**src/rtl/fp_addsub_pipe.sv**
```systemverilog
// Three-stage floating-point adder/subtractor with valid/ready handshakes, flush-to-zero.
// Define FP_ADDSUB_SKID_EN to add an output skid entry so in_ready comes straight from a flop.
module fp_addsub_pipe #(
    parameter int EW = 8,
    parameter int MW = 23
) (
    input  logic           clk,
    input  logic           rst,
    input  logic [EW+MW:0] in1,
    input  logic [EW+MW:0] in2,
    input  logic           op,
    input  logic [2:0]     round_m,
    input  logic           in_valid,
    output logic           in_ready,
    output logic           out_valid,
    input  logic           out_ready,
    output logic [EW+MW:0] out,
    output logic           ov,
    output logic           un,
    output logic           inv,
    output logic           inexact
);
    localparam int W   = 1 + EW + MW;
    localparam int MT  = MW + 4;              // hidden bit, fraction, guard, round, sticky
    localparam int LZW = $clog2(MT + 1);
    localparam int XW  = EW + 2;              // exponent with headroom and a sign bit
    localparam int RW  = W + 4;
    localparam logic [EW-1:0] EMAX   = '1;
    localparam logic [MT-1:0] ONES   = '1;
    localparam logic [2:0]    RM_RNE = 3'd0;
    localparam logic [2:0]    RM_RZ  = 3'd1;
    localparam logic [2:0]    RM_RD  = 3'd2;
    localparam logic [2:0]    RM_RU  = 3'd3;
    localparam logic [2:0]    RM_RNA = 3'd4;
    localparam logic [W-1:0]  QNAN   = {1'b0, EMAX, 1'b1, {(MW-1){1'b0}}};

    logic adv;

    // ---------------- S1: unpack, classify, swap, align ----------------
    logic          sa, sb, a_nan, b_nan, a_inf, b_inf, a_zero, b_zero, swap, zl, zs;
    logic [EW-1:0] ea, eb, e_s, shamt;
    logic [MW-1:0] fa, fb, f_l, f_s;
    logic [MT-1:0] m_s, m_sh;

    logic          v1_q, sub1_q, sign1_q, spec1_q, specinv1_q, zsign1_q;
    logic          sub1_d, sign1_d, spec1_d, specinv1_d, zsign1_d;
    logic [EW-1:0] exp1_q, exp1_d;
    logic [MT-1:0] ml1_q, ms1_q, ml1_d, ms1_d;
    logic [W-1:0]  specw1_q, specw1_d;
    logic [2:0]    rm1_q, rm1_d;

    assign sa = in1[W-1];
    assign sb = in2[W-1] ^ op;
    assign ea = in1[W-2:MW];
    assign eb = in2[W-2:MW];
    assign fa = in1[MW-1:0];
    assign fb = in2[MW-1:0];

    always_comb begin
        a_nan  = (&ea) & (|fa);
        b_nan  = (&eb) & (|fb);
        a_inf  = (&ea) & ~(|fa);
        b_inf  = (&eb) & ~(|fb);
        a_zero = (ea == '0);
        b_zero = (eb == '0);
        rm1_d  = (round_m > RM_RNA) ? RM_RNE : round_m;
        swap   = (b_zero ? '0 : in2[W-2:0]) > (a_zero ? '0 : in1[W-2:0]);
        sign1_d = swap ? sb : sa;
        exp1_d  = swap ? eb : ea;
        e_s     = swap ? ea : eb;
        f_l     = swap ? fb : fa;
        f_s     = swap ? fa : fb;
        zl      = swap ? b_zero : a_zero;
        zs      = swap ? a_zero : b_zero;
        sub1_d  = sa ^ sb;
        ml1_d   = zl ? '0 : {1'b1, f_l, 3'b000};
        m_s     = zs ? '0 : {1'b1, f_s, 3'b000};
        shamt   = exp1_d - e_s;
        m_sh    = m_s >> shamt;
        ms1_d   = {m_sh[MT-1:1], m_sh[0] | (|(m_s & ~(ONES << shamt)))};
        zsign1_d = (a_zero && b_zero && (sa == sb)) ? sa : (rm1_d == RM_RD);
        spec1_d    = 1'b0;
        specw1_d   = '0;
        specinv1_d = 1'b0;
        if (a_nan || b_nan) begin
            spec1_d    = 1'b1;
            specw1_d   = QNAN;
            specinv1_d = (a_nan & ~fa[MW-1]) | (b_nan & ~fb[MW-1]);
        end else if (a_inf && b_inf && (sa != sb)) begin
            spec1_d    = 1'b1;
            specw1_d   = QNAN;
            specinv1_d = 1'b1;
        end else if (a_inf || b_inf) begin
            spec1_d  = 1'b1;
            specw1_d = {a_inf ? sa : sb, EMAX, {MW{1'b0}}};
        end
    end

    // ---------------- S2: add/subtract and normalize ----------------
    logic [MT:0]    sum;
    logic [LZW-1:0] lz;
    logic           v2_q, sign2_q, spec2_q, specinv2_q, zsign2_q;
    logic [XW-1:0]  exp2_q, exp2_d;
    logic [MT-1:0]  norm2_q, norm2_d;
    logic [W-1:0]   specw2_q;
    logic [2:0]     rm2_q;

    always_comb begin
        sum = sub1_q ? ({1'b0, ml1_q} - {1'b0, ms1_q}) : ({1'b0, ml1_q} + {1'b0, ms1_q});
        lz  = '0;
        for (int i = 0; i < MT; i++) begin
            if (sum[i]) lz = LZW'(MT - 1 - i);
        end
        if (sum[MT]) begin
            norm2_d = {sum[MT:2], sum[1] | sum[0]};
            exp2_d  = {2'b00, exp1_q} + XW'(1);
        end else begin
            norm2_d = sum[MT-1:0] << lz;
            exp2_d  = {2'b00, exp1_q} - XW'(lz);
        end
    end

    // ---------------- S3: round and select exceptions ----------------
    logic          grs, inc, ov3, un3, inv3, ix3;
    logic [MW+1:0] rnd;
    logic [XW-1:0] exp3;
    logic [W-1:0]  out3, maxf, inf_w;
    logic [RW-1:0] res3, res_q;

    always_comb begin
        grs = |norm2_q[2:0];
        case (rm2_q)
            RM_RZ:   inc = 1'b0;
            RM_RD:   inc = sign2_q & grs;
            RM_RU:   inc = ~sign2_q & grs;
            RM_RNA:  inc = norm2_q[2];
            default: inc = norm2_q[2] & (norm2_q[3] | norm2_q[1] | norm2_q[0]);
        endcase
        rnd   = {1'b0, norm2_q[MT-1:3]} + (MW+2)'(inc);
        exp3  = exp2_q + XW'(rnd[MW+1]);
        maxf  = {sign2_q, EMAX - EW'(1), {MW{1'b1}}};
        inf_w = {sign2_q, EMAX, {MW{1'b0}}};
        ov3 = 1'b0;
        un3 = 1'b0;
        inv3 = 1'b0;
        ix3 = 1'b0;
        out3 = {sign2_q, exp3[EW-1:0], rnd[MW-1:0]};
        if (spec2_q) begin
            out3 = specw2_q;
            inv3 = specinv2_q;
        end else if (!(rnd[MW+1] | rnd[MW])) begin
            out3 = {zsign2_q, {(W-1){1'b0}}};
        end else if (!exp3[XW-1] && (exp3 >= {2'b00, EMAX})) begin
            ov3 = 1'b1;
            ix3 = 1'b1;
            case (rm2_q)
                RM_RZ:   out3 = maxf;
                RM_RD:   out3 = sign2_q ? inf_w : maxf;
                RM_RU:   out3 = sign2_q ? maxf : inf_w;
                default: out3 = inf_w;
            endcase
        end else if (exp3[XW-1] || (exp3 == '0)) begin
            out3 = {sign2_q, {(W-1){1'b0}}};
            un3  = 1'b1;
            ix3  = 1'b1;
        end else begin
            ix3 = grs;
        end
        res3 = {ov3, un3, inv3, ix3, out3};
    end

    always_ff @(posedge clk or negedge rst) begin
        if (!rst) begin
            v1_q <= 1'b0;  sub1_q <= 1'b0;  sign1_q <= 1'b0;  spec1_q <= 1'b0;
            specinv1_q <= 1'b0;  zsign1_q <= 1'b0;  exp1_q <= '0;  ml1_q <= '0;
            ms1_q <= '0;  specw1_q <= '0;  rm1_q <= '0;
            v2_q <= 1'b0;  sign2_q <= 1'b0;  spec2_q <= 1'b0;  specinv2_q <= 1'b0;
            zsign2_q <= 1'b0;  exp2_q <= '0;  norm2_q <= '0;  specw2_q <= '0;  rm2_q <= '0;
        end else if (adv) begin
            v1_q <= in_valid;  sub1_q <= sub1_d;  sign1_q <= sign1_d;  spec1_q <= spec1_d;
            specinv1_q <= specinv1_d;  zsign1_q <= zsign1_d;  exp1_q <= exp1_d;
            ml1_q <= ml1_d;  ms1_q <= ms1_d;  specw1_q <= specw1_d;  rm1_q <= rm1_d;
            v2_q <= v1_q;  sign2_q <= sign1_q;  spec2_q <= spec1_q;  specinv2_q <= specinv1_q;
            zsign2_q <= zsign1_q;  exp2_q <= exp2_d;  norm2_q <= norm2_d;
            specw2_q <= specw1_q;  rm2_q <= rm1_q;
        end
    end

    logic out_valid_q;

`ifdef FP_ADDSUB_SKID_EN
    // Pipeline runs while the skid entry is free; a result produced under stall parks there.
    logic          skid_v_q;
    logic [RW-1:0] skid_q;

    assign adv = ~skid_v_q;

    always_ff @(posedge clk or negedge rst) begin
        if (!rst) begin
            out_valid_q <= 1'b0;
            res_q       <= '0;
            skid_v_q    <= 1'b0;
            skid_q      <= '0;
        end else if (!out_valid_q || out_ready) begin
            if (skid_v_q) begin
                res_q       <= skid_q;
                out_valid_q <= 1'b1;
                skid_v_q    <= 1'b0;
            end else begin
                res_q       <= res3;
                out_valid_q <= v2_q;
            end
        end else if (v2_q && !skid_v_q) begin
            skid_q   <= res3;
            skid_v_q <= 1'b1;
        end
    end
`else
    assign adv = ~out_valid_q | out_ready;

    always_ff @(posedge clk or negedge rst) begin
        if (!rst) begin
            out_valid_q <= 1'b0;
            res_q       <= '0;
        end else if (adv) begin
            out_valid_q <= v2_q;
            res_q       <= res3;
        end
    end
`endif

    assign in_ready  = adv;
    assign out_valid = out_valid_q;
    assign {ov, un, inv, inexact, out} = res_q;

endmodule

```
**config.mk**
```make
export PLATFORM = sky130hd
export DESIGN_NAME = fp_addsub_pipe
export DESIGN_NICKNAME = d
export VERILOG_FILES = /design/src/rtl/fp_addsub_pipe.sv
export SDC_FILE = /design/constraint.sdc
export NUM_CORES = 1
export LEC_CHECK = 0
export BUFFER_PORTS_ARGS = -buffer_cell sky130_fd_sc_hd__buf_2
export CORE_ASPECT_RATIO = 0.9
export CORE_MARGIN = 3
export CORE_UTILIZATION = 45
export DETAILED_ROUTE_END_ITERATION = 12
export MAX_ROUTING_LAYER = met4
export SLEW_MARGIN = 20
export SYNTH_ARGS = -nofsm -noshare
export SYNTH_HDL_FRONTEND = slang
export SYNTH_SLANG_ARGS = --single-unit
```
**constraint.sdc**
```tcl
create_clock -name clk -period 5.4 [get_ports clk]
set_input_delay 0.54 -clock clk [delete_from_list [all_inputs] [get_ports clk]]
set_output_delay 0.54 -clock clk [all_outputs]
set_load 0.05 [all_outputs]
```
# [Word level (Yosys, flattened, before mapping)]
# Index checks and enable logic that the tools add are counted.
[totals] register_bits=217 in_bits=72 wordCells=158
[classes] n_lt_le_gt_ge=3 bitwise=26 n_addsub=7 n_shift=3 mux=72 n_eq_ne=7 reduce_logical=18
[ops] operator="32-bit 2-to-1 mux" n=8
[ops] operator="5-bit 2-to-1 mux" n=27
[ops] operator="32-bit case mux with 3 select lines" n=1
[ops] operator="31-bit 2-to-1 mux" n=3
[ops] operator="27-bit 2-to-1 mux" n=3
[ops] operator="23-bit 2-to-1 mux" n=2
[ops] operator="23-bit OR reduction" n=2
[ops] operator="31-bit > comparator" n=1
[ops] operator="27-bit by 27-bit adder with 28-bit output" n=1
[ops] operator="28-bit 2-to-1 mux" n=1
[ops] operator="27-bit by 27-bit subtractor with 28-bit output" n=1
[ops] operator="27-bit bitwise AND" n=1
[ops] operator="27-bit inverter" n=1
[ops] operator="27-bit OR reduction" n=1
[ops] operator="27-bit by 5-bit << shifter with 27-bit output" n=1
[ops] operator="27-bit by 8-bit << shifter with 27-bit output, first input constant" n=1
[ops] operator="27-bit by 8-bit right shift with 27-bit output" n=1
[ops] operator="24-bit by 1-bit adder with 25-bit output" n=1
[ops] operator="1-bit 2-to-1 mux" n=22
[ops] operator="8-bit logical NOT" n=2
[ops] operator="8-bit 2-to-1 mux" n=2
[ops] operator="8-bit AND reduction" n=2
[ops] operator="10-bit by 1-bit adder with 10-bit output" n=1
[ops] operator="10-bit by 8-bit greater-or-equal comparator with 1-bit output, second input constant" n=1
[ops] operator="21 further kinds" n=49

# [Longest topological paths before layout]
[logic_depth] word_depth=31 mapped_depth=33

# [Worst setup path before layout]
# OpenSTA, ideal clock, no wires.
[synth_path] path_type="in2reg" start="input port in2[29]" end="register ms1_q[2]" arrival_time_ns=6.810 cell_stages=30 path_slack_ns=-1.493 setup_ns=0.083 path_buffers=12 required_ns=5.317 path_cell_list="clkbuf_1 -> nor4_1 -> nand2_1 -> clkbuf_1 -> clkbuf_1 -> and2_1 -> ha_1 -> a21o_1 -> a21o_1 -> a21oi_1 -> nor3_1 -> or3_1 -> o21bai_1 -> buf_2 -> buf_2 -> buf_2 -> buf_2 -> clkbuf_1 -> clkbuf_1 -> a31oi_1 -> ha_1 -> a211oi_2 -> xnor2_1 -> clkbuf_1 -> buf_1 -> clkbuf_1 -> a21oi_1 -> o311ai_0 -> o21ai_0 -> o21ai_0"
[synth_between] elab_chain_cells=6
[synth_lines] item="from (decl)" line_no="10" text="input logic [EW+MW:0] in2,"
[synth_lines] item="8-bit logical NOT" line_no="65" text="b_zero = (eb == '0);"
[synth_lines] item="31-bit 2-to-1 mux" line_no="67" text="swap = (b_zero ? '0 : in2[W-2:0]) > (a_zero ? '0 : in1[W-2:0]);"
[synth_lines] item="31-bit > comparator" line_no="67"
[synth_lines] item="8-bit 2-to-1 mux (tied with other cells)" line_no="69" text="exp1_d = swap ? eb : ea;"
[synth_lines] item="8-bit subtractor / 27-bit 2-to-1 mux (equally long branches)" line_no="78, 77"
[synth_lines] item="27-bit by 8-bit right shift with 27-bit output *" line_no="79" text="m_sh = m_s >> shamt;"
[synth_lines] item="to (signal assigned)" line_no="182" text="ml1_q <= ml1_d; ms1_q <= ms1_d; specw1_q <= specw1_d; rm1_q <= rm1_d;"
[synth_lines] item="to (decl)" line_no="48" text="logic [MT-1:0] ml1_q, ms1_q, ml1_d, ms1_d;"
# Every way passes the cells marked *; elsewhere a longest branch is shown, timed or not.
# A chain may end at the register's enable or synchronous reset.

# [Worst setup path in the final report]
[layout_path] start="register ms1_q[2]" end="register exp2_q[8]"
[layout_between] elab_chain_cells=29
[layout_lines] item="27-bit by 27-bit adder with 28-bit output / 27-bit by 27-bit subtractor with 28-bit output (equally long branches)" line_no="109" text="sum = sub1_q ? ({1'b0, ml1_q} - {1'b0, ms1_q}) : ({1'b0, ml1_q} + {1'b0, ms1_q});"
[layout_lines] item="28-bit 2-to-1 mux *" line_no="109"
[layout_lines] item="5-bit 2-to-1 mux (25 in series)" line_no="112" text="if (sum[i]) lz = LZW'(MT - 1 - i);"
[layout_lines] item="8-bit by 5-bit subtractor with 9-bit output" line_no="119" text="exp2_d = {2'b00, exp1_q} - XW'(lz);"
[layout_lines] item="10-bit 2-to-1 mux *" line_no="114" text="if (sum[MT]) begin"
[layout_lines] item="to (signal assigned)" line_no="184" text="zsign2_q <= zsign1_q; exp2_q <= exp2_d; norm2_q <= norm2_d;"
[layout_lines] item="to (decl)" line_no="103" text="logic [XW-1:0] exp2_q, exp2_d;"
# Marks and branches as above.

==> summary.txt <==
status - finished with violations
failing checks - negative setup slack
post-synthesis mux area share - 10.4%
Sequential Power Share - 12.5%
RR Startpoint - ms1_q[2]
CTS tree - done
routing usage on met2 - 41.9%
Worst Hold Margin - 0.0382 ns
Final ANT Viol Nets - 0
diode count - 0
vias in the first global route - 14718
Yosys reg bits - 154
RSZ-0062 raised after global routing - true
Fill cells - 3054
Layout Skew - 0.0162 ns
setup ws final - -0.0828 ns
Critical path origin - ms1_q[2]
most common cell after layout, fill and taps aside - nand2_1
most frequent cells in the layout - nand2_1, buf_4, nor2_1
LEAKAGE - 8.79 nW
Syn Nets - 2103
adder-cell share of the synthesized area - 6.15%
Die Height - 181 µm
Synth cell types - 106
Compound-Gate Fraction of Synth Area - 24.5%
Critical Path AT - 5.84 ns
TritonRoute pass-1 iters - 5
Crit. End Element - flip-flop
die area - 36100 µm²
clock buffer count from CTS - 17
gpl congestion - 0.979
Boundary Pins - 110
largest net degree at the start of global routing - 93
Tightest Pin Transition - 0.964 ns
DR vias/cell - 5.99
DR iter-0 viols - 1289
H-Tree Depth - 4
Post-synth EDFFs - 0
Final setup viols - 4
Setup TNS - -0.213 ns
detailed placement HPWL - 40900 µm
maximum clock insertion buffer count - 2
clk root buf - clkbuf_16
GR peak layer - met1
Core Rows - 63
starting density of the core - 45.9%
Int Power - 7.70 mW
Final Total Pwr - 15.6 mW
main combinational cell family by area after synthesis - compound AO/OA/AOI/OAI gates
Clk network pwr share - 7.8%
initial antenna violation count - 1
Pwr Density - 802 nW/µm²
final instance area - 19500 µm²
Total GRT Usage - 29.7%
Die Wd - 200 µm
Post-synth top flop - dfrtp_1
Max Fclk - 0.182 GHz
asr flop ratio synth - 100%
wire per inst - 20.1 µm
WS Path Type - reg -> reg
Synth Instances - 1960
max cap viols - 0
area of the core - 33200 µm²
first-pass GRT wire length - 83100 µm
Area Overhead vs Synth - 28.1%
final hold violation count - 0
fin crit period - 5.48 ns
Worst-Skew Late Latency - 0.45 ns
Comb power frac - 79.7%
Synth Area in XOR/XNOR - 5.96%
Mean Syn Cell Area - 7.77 µm²
WL final - 53900 µm
met3 GRT Util - 4.24%
GR Util met1 - 45.3%
max_slew headroom - 35.7%
fin nets - 2355
layout cells sized above 1 - 26.9%
Final Max Slew Viols - 0
Clock transition at path regs - 0.07 ns
I/O Buffers - 109
CP max FO - 6
Post-Synth Simple-Gate Area - 22.5%
Max VDD drop - 0.000532 V
worst hold-check path type - in -> async
required time of the critical path - 5.76 ns
via count - 16045
CP Launch Type - flip-flop
YS warnings - 0
Area after DPL - 17800 µm²
sequential area share after synthesis - 25.3%
Switching Fraction - 50.8%
final worst path period share - 102%
total congestion overflow - 0
Switch Pwr - 7.94 mW
clock sinks - 154
# DRC - 0
Post-Syn Area - 15200 µm²
R2R Setup Slk - -0.08 ns
## metrics by stage
step / setup slack [ns] / std cells / util (%)
finish: -0.0828 / 2680 / 58.8
global route: -0.343 / 2680 / 58.8
CTS: -0.0294 / 2646 / 55.6
detailed placement: -0.292 / 2610 / 53.5
global placement: -0.276 / 2610 / 53.5
floorplan: -0.368 / 1960 / -
## sequential cells by signal (all words and copies together) (netlist names), 2 cells and up
| name | cells |
|---|---|
| rm1_q | 3 |
| ms1_q | 27 |
| specw2_q | 2 |
| res_q | 36 |
| exp1_q | 8 |
| rm2_q | 3 |
| specw1_q | 2 |
| ml1_q | 24 |
| norm2_q | 27 |
| exp2_q | 10 |
## power groups by stage
stage | Sequential (mW) | Clock, mW | Combinational (mW)
floorplan | 2.31 | 0 | 6.19
global placement | 1.95 | 0 | 10.1
detailed placement | 1.96 | 0 | 10.1
CTS | 1.95 | 1.24 | 10.2
global route | 2.01 | 1.30 | 13.2
finish | 1.95 | 1.22 | 12.5
## worst max-delay path, cell delays in order (launching register included)
cell	delay (ns)
dfrtp_1	0.41
nor4_4	0.39
nand2_1	0.14
nor2_1	0.12
nor2_1	0.06
xnor2_1	0.15
ha_1	0.36
buf_4	0.18
nand2_2	0.08
nor2_2	0.07
a211o_1	0.30
a221o_1	0.39
xor2_2	0.22
nor4_4	0.23
a211oi_4	0.12
o31ai_4	0.27
o21a_2	0.21
clkinv_4	0.09
fa_2	0.36
a21o_1	0.18
a21oi_2	0.15
nor2b_1	0.08
or4_4	0.46
nor3_4	0.15
nor2_1	0.06
o21ai_0	0.14
## cell usage after synthesis (all sizes together) (10+ instances only)
master	instances	area, µm²
o21a	18	135
and3	18	113
clkbuf	88	330
ha	70	876
buf	38	224
a31oi	24	150
or2	10	62.6
a21o	28	210
o211ai	17	128
o21ai	160	805
nor2b	17	106
xnor2	66	593
and2	39	244
nand3	59	295
nor3	49	260
a21oi	139	711
a221oi	16	146
nand2b	15	93.8
nand4	23	165
a22oi	12	104
or3	10	62.6
inv	59	226
mux2i	121	1210
nor4	28	175
nor2	164	616
dfrtp	154	3850
nand2	276	1040
a211oi	16	135
o31ai	13	103
xor2	35	314
mux2	24	274
a22o	26	228
o22ai	12	81.3
## final timing paths
kind,cells past startpoint,endpoint
max in group asynchronous,2,exp1_q[5]
min,1,res_q[5]
max reg2reg,25,exp2_q[8]
max,25,exp2_q[8]
min reg2reg,2,res_q[34]
min in group clk,3,v1_q
## cells by family (layout without fill, tap and decap cells)
| family | count (synthesis) | in the layout |
|---|---|---|
| XOR/XNOR | 101 | 101 |
| adder cells (fa/ha/maj) | 75 | 75 |
| AND/OR/NAND/NOR | 731 | 731 |
| AO/OA/AOI/OAI | 563 | 563 |
| flip-flops | 154 | 154 |
| buffers and inverters | 187 | 452 |
| multiplexers | 149 | 149 |
## repair_timing
| action | in CTS | in global routing |
|---|---|---|
| pin swaps | 5 | 42 |
| hold buffers | 0 | 0 |
| gates resized for setup | 17 | 153 |
| endpoints found under the setup margin | 33 | 60 |
| cloned | 0 | 5 |
| setup buffers | 4 | 32 |
| hold endpoints to repair | 0 | 0 |
## routing by layer
metal  vias up  part of all wire [%]
met3        55                   7.6
met1      7757                    48
li1       7649                     -
met2       584                    44
met4         0                   1.3
met5         -                     0
## final cells by class
cell class	instances	area, µm²	share of cell area, %
multi-input combinational	1619	11600	59.3
sequential	154	3850	19.8
clock inverter	15	175	0.898
clock buffer	17	425	2.18
timing repair buffer	359	2670	13.7
inverter	61	246	1.26
tap	455	569	2.92
No activity file was read; power rests on OpenSTA's default activity.
